--- src/rtl/adder_sequencer.sv ---
// Nibble-serial adder: one 4-bit slice is reused over NIB cycles to form a W-bit sum.
// state | meaning
// IDLE  | waiting for an operation (in_ready high)
// RUN   | one nibble added per cycle, idx selects the nibble
// DONE  | result presented until out_ready
module adder_sequencer #(
   parameter int NIB = 4
) (
   input  logic              clk,
   input  logic              rst,
   input  logic              in_valid,
   output logic              in_ready,
   input  logic [4*NIB-1:0]  in_a,
   input  logic [4*NIB-1:0]  in_b,
   input  logic              in_cin,
   output logic              out_valid,
   input  logic              out_ready,
   output logic [4*NIB-1:0]  out_sum,
   output logic              out_carry,
   output logic              busy
);

   localparam int W  = 4 * NIB;
   localparam int IW = $clog2(NIB);

   typedef enum logic [1:0] {
      IDLE = 2'd0,
      RUN  = 2'd1,
      DONE = 2'd2
   } state_t;

   state_t          state_q, state_d;
   logic [W-1:0]    a_q, a_d;
   logic [W-1:0]    b_q, b_d;
   logic [W-1:0]    sum_q, sum_d;
   logic            carry_q, carry_d;
   logic [IW-1:0]   idx_q, idx_d;

   logic [3:0]      nib_a, nib_b, nib_s;
   logic            nib_c;

   assign nib_a = a_q[4*idx_q +: 4];
   assign nib_b = b_q[4*idx_q +: 4];
   assign {nib_c, nib_s} = {1'b0, nib_a} + {1'b0, nib_b} + {4'b0000, carry_q};

   always_comb begin
      state_d = state_q;
      a_d     = a_q;
      b_d     = b_q;
      sum_d   = sum_q;
      carry_d = carry_q;
      idx_d   = idx_q;
      case (state_q)
         IDLE: begin
            if (in_valid) begin
               a_d     = in_a;
               b_d     = in_b;
               carry_d = in_cin;
               idx_d   = '0;
               state_d = RUN;
            end
         end
         RUN: begin
            sum_d[4*idx_q +: 4] = nib_s;
            carry_d             = nib_c;
            if (idx_q == IW'(NIB - 1)) begin
               idx_d   = '0;
               state_d = DONE;
            end else begin
               idx_d = idx_q + 1'b1;
            end
         end
         DONE: begin
            if (out_ready) begin
               state_d = IDLE;
            end
         end
         default: state_d = IDLE;
      endcase
   end

   always_ff @(posedge clk) begin
      if (rst) begin
         state_q <= IDLE;
         sum_q   <= '0;
         carry_q <= 1'b0;
         idx_q   <= '0;
      end else begin
         state_q <= state_d;
         sum_q   <= sum_d;
         carry_q <= carry_d;
         idx_q   <= idx_d;
      end
   end

   // Operands are only read after an accept has loaded them, so no reset.
   always_ff @(posedge clk) begin
      a_q <= a_d;
      b_q <= b_d;
   end

   assign in_ready  = (state_q == IDLE);
   assign out_valid = (state_q == DONE);
   assign busy      = (state_q != IDLE);
   assign out_sum   = sum_q;
   assign out_carry = carry_q;

endmodule

--- config.mk ---
export PLATFORM = sky130hd
export DESIGN_NAME = adder_sequencer
export DESIGN_NICKNAME = d
export VERILOG_FILES = /design/src/rtl/adder_sequencer.sv
export SDC_FILE = /design/constraint.sdc
export NUM_CORES = 1
export LEC_CHECK = 0
export ABC_AREA = 1
export CAP_MARGIN = 20
export CORE_ASPECT_RATIO = 1.2
export CORE_MARGIN = 8
export CORE_UTILIZATION = 25
export DETAILED_ROUTE_END_ITERATION = 8
export DONT_BUFFER_PORTS = 1
export GPL_TIMING_DRIVEN = 0
export SLEW_MARGIN = 20
export SYNTH_ARGS = -nofsm -noshare
export SYNTH_HDL_FRONTEND = slang
export SYNTH_SLANG_ARGS = --single-unit
--- constraint.sdc ---
create_clock -name clk -period 3.45 [get_ports clk]
set_clock_uncertainty 0.15 [all_clocks]
set_input_delay 0.345 -clock clk [delete_from_list [all_inputs] [get_ports clk]]
set_output_delay 0.345 -clock clk [all_outputs]
set_load 0.01 [all_outputs]
After elaboration in Yosys (flattened, before gate mapping). Index checks and enable logic that the tools add are counted. Widths: inputs -> output; s select.

Bits in registers: 53. Input port bits: 37. Output and inout bits: 20. Logic and storage cells: 36.

Add/sub/neg operators: 4. Eq/ne operators: 6. Shift operators: 4. Multiplexer cells: 10. Reductions and logical operators: 6.

Operators with widths (count): $neg 4->34 (1); $shift 4x34->16 const A (1); $shiftx 4x34->16 (1); $shiftx 16x5->4 (2); $bwmux 16 (1); $mux 2 (5); $pmux 2 s3 (1); $add 4x4->5 (1); $add 5x1->5 (1); $eq 2x2->1 const B (2); $ne 2x2->1 const B (2); $pmux 2 s2 (1); $reduce_and 2->1 (2); $reduce_bool 2->1 (2); $reduce_and 3->1 (1); $add 2x1->2 const B (1); $eq 2x1->1 const B (1); $logic_not 2->1 (1); $ne 2x1->1 const B (1); $pmux 1 s2 (1); $mux 1 (1).

Depth between registers and ports, before layout.
Depth in word-level cells: 5. Gate-level depth with buffers: 11. Gate-level depth less buffers: 10.

Least setup slack after synthesis. Ideal clock, no wire load.

Path type: register to register. From: register idx_q[0]. To: register sum_q[14], in the netlist out_sum[14]. Library setup time: 0.065 ns. Arrival time: 2.307 ns. Required time: 3.235 ns. Setup slack: 0.928 ns. Stages on the path, launching flop included: 12. Buffers on the path: 1. Clock period less this slack: 2.522 ns. Cells stage by stage: dfxtp_1 > inv_1 > clkbuf_1 > nor2_1 > o22ai_1 > fa_1 > fa_1 > xor2_1 > nand2_1 > nor2_1 > a22oi_1 > nor2_1.

Word-level cells in the longest chain between the ends: 5. Elaborated cells on any way between the ends: 8. Classes of those cells: add/sub (3); shift (4); mux (1).

RTL lines: start, declared (line 37) `logic [IW-1:0] idx_q, idx_d;`; start signal, assigned (line 92) `idx_q <= idx_d;`; $shiftx 16x5->4 (on tied branches) (line 42, 43); $add 4x4->5 (line 44) `assign {nib_c, nib_s} = {1'b0, nib_a} + {1'b0, nib_b} + {4'b0000, carry_q};`; $add 5x1->5 (line 44); $shiftx 4x34->16 (line 64) `sum_d[4*idx_q +: 4] = nib_s;`; $bwmux 16 * (line 64); end signal, assigned (line 90) `sum_q <= sum_d;`; end, declared (line 35) `logic [W-1:0] sum_q, sum_d;`.

Mark *: on every way between the ends. The rest lies on a longest branch, timed or not. A chain may end at the register's enable or synchronous reset.

Worst setup path after layout.
From: register idx_q[1]. To: register sum_q[6], in the netlist out_sum[6].

The elaborated chain is that of the path after synthesis.

==> flow_metrics.tcl <==
set metrics [dict create \
    status "complete, no violations" \
    syn_to_final_growth_pct 25.82 \
    min_period_over_period 0.9209 \
    portBuffers 0 \
    relSlewSlack 0.3754 \
    maxCapViolations 0 \
    cts.sinks 53 \
    final_util 0.3186 \
    critPathMaxFanout 11 \
    drive_gt1_frac 0.09486 \
    firstDrtPassIters 4 \
    final_common_cell "nand2_1" \
    wl_per_cell_um 14.57 \
    detailroute.via_count 1631 \
    drv_slew 0 \
    crit_arrival_ns 3.27 \
    ys_seq_area_frac 0.6103 \
    hold_violations 0 \
    crit_start "idx_q[1]$_SDFFE_PP0P_" \
    htreeDepth 2 \
    cts_root_buffer "clkbuf_8" \
    track_usage 0.09129 \
    worst_slew_pin_slew_ns 0.9347 \
    numCtsBuffers 5 \
    fmax_mhz 314.8 \
    timing.rr.start "idx_q[1]$_SDFFE_PP0P_" \
    r2r-end "out_sum[6]$_SDFFE_PP0P_" \
    setup_tns_ns 0 \
    ant_nets 0 \
    async_reset_ff_frac 0 \
    grt_first_pass_wirelength_mm 8.625 \
    die_y_um 120.2 \
    dieArea_um2 12370 \
    yosysWarnings 0 \
    globalRouteOverflowTotal 0 \
    grt_max_degree 36 \
    cts_tree "done" \
    critPathLaunchType "register" \
    ys_seq_elements 53 \
    critical_path_class "reg -> reg" \
    path_clk_slew_ns 0.10 \
    antenna_found_initial 0 \
    r2r_cells 11 \
    ios 57 \
    start_util 0.2532 \
    required_ns 3.55 \
    rsz0062_at_grt "no" \
    antenna_cells 0 \
    num-fill-cells 950 \
    min_path_type "in -> reg" \
    multi_input_area_um2 804.5 \
    r2r_slack_ns 0.27 \
    first_iter_violations 62 \
    core_area_um2 8939 \
    layout.nets 300 \
    synth-edff-count 32 \
    peakVddDrop_uv 270.7 \
    cts_buffer_depth 2 \
    postSynthAreaPerCell_um2 10.63 \
    mostFrequentLayoutCells "nand2_1, edfxtp_1, dlygate4sd3_1" \
    syn_area_um2 2263 \
    wl_mm 5.435 \
    ctsResizeCount 0 \
    hpwl_mm 3.883 \
    drc 0 \
    setup_viol 0 \
    grt_pass1_vias 1706 \
    gp_routability_congestion 0.7476 \
    ys.flop_type "edfxtp_1" \
    syn_nets 261 \
    regArea_um2 1381 \
    critical_path.endpoint "out_sum[6]$_SDFFE_PP0P_" \
    clk_latency_ns 0.30 \
    rows 38 \
    yosysUniqueCellTypes 26 \
    endpoint_kind "register" \
    holdPathStages 3 \
    power.leakage_nw 1.005 \
    drt-vias-per-instance 4.373 \
    die-width_um 102.9 \
    powerDensity_nw_per_um2 476.7 \
    syn-instance-count 213 \
    finalCriticalPeriod_ns 3.177 \
]
final cells by class:
type | instances | share of cell area
Sequential cell | 53 | 0.4851
Multi-Input combinational cell | 140 | 0.2825
Timing Repair Buffer | 32 | 0.1125
Tap cell | 120 | 0.05272
Clock buffer | 7 | 0.03779
Inverter | 13 | 0.01714
Buffer | 7 | 0.01011
Clock inverter | 1 | 0.002197
worst max-delay path, stage by stage (launching register included):
cell      delay (ns)
dfxtp_1         0.38
clkbuf_1        0.37
inv_1           0.33
o21ai_0         0.16
o22ai_1         0.13
fa_1            0.45
fa_1            0.41
xor2_1          0.31
nand2_1         0.08
nor2_1          0.15
a22oi_1         0.09
nor2_1          0.09
how the worst min path moves through the flow:
| stage | start | to | slack (ns) |
|---|---|---|---|
| global placement | in_b[8] | b_q[8]$_DFFE_PP_ | 0.29 |
| CTS | out_ready | state_q[1]$_SDFFE_PP0P_ | 0.07 |
| finish | out_ready | state_q[1]$_SDFFE_PP0P_ | 0.08 |
| detailed placement | in_a[3] | a_q[3]$_DFFE_PP_ | 0.29 |
| floorplan | in_a[0] | a_q[0]$_DFFE_PP_ | 0.29 |
| global route | out_ready | state_q[1]$_SDFFE_PP0P_ | 0.06 |
power breakdown:
part           internal [W]  switching (W)
Sequential         0.000708      0.0000184
Combinational     0.0000835       0.000141
Clock              0.000208       0.000199
Total              0.000999       0.000358
Yosys cell counts (3+ instances only):
library cell   n  area [um^2]
edfxtp_1      32        960.9
inv_1          9        33.78
nand4_1        3        18.77
a22oi_1        4        30.03
o22ai_1        8        50.05
a21oi_1       16        80.08
nor2_1        28        105.1
nand2_1       34        127.6
nor2_2         4        25.02
inv_2          4        15.01
o21ai_0       16        80.08
clkbuf_1       5        18.77
ha_1           9        112.6
nand3_1        6        30.03
dfxtp_1       21        420.4
state kept, by name, summed over array words and instances (netlist names):
signal and flops:
idx_q 2, a_q 16, b_q 16, out_carry 1, out_sum 16, state_q 2
per-layer routing:
| metal | up-vias | global-route usage | wire [um] |
|---|---|---|---|
| met2 | 54 | 0.1611 | 2778 |
| met4 | 0 | 0.03445 | 66 |
| met5 | - | 0 | 0 |
| met3 | 6 | 0.03393 | 467 |
| li1 | 809 | - | - |
| met1 | 762 | 0.09557 | 2123 |
logic make-up (layout without fill, tap and decap cells):
group,Yosys count,count (layout),share of synthesized area
XOR/XNOR,1,1,0.003870
buffers and inverters,20,60,0.03427
flip-flops,53,53,0.6103
AND/OR/NAND/NOR,81,81,0.1692
adder cells (fa/ha/maj),11,11,0.06744
AO/OA/AOI/OAI,47,47,0.1150
repair_timing:
| item | in CTS | in global routing |
|---|---|---|
| hold endpoints to repair | 32 | 0 |
| hold buffers | 32 | 0 |
| setup buffers | 0 | 0 |
per-stage QoR:
step	power, W	instance area, um^2	hold WS [ns]	setup slack, ns	cells
3_3_place_gp	0.0009383	2414	0.2939	0.2154	333
2_1_floorplan	0.0008810	2263	0.2939	0.9275	213
3_5_place_dp	0.0009428	2414	0.2939	0.1980	333
4_1_cts	0.001379	2848	0.06522	0.1871	373
6_report	0.001358	2848	0.07522	0.2731	373
5_1_grt	0.001427	2848	0.05957	0.01583	373
Note: power is estimated with default switching activity, not from simulation.
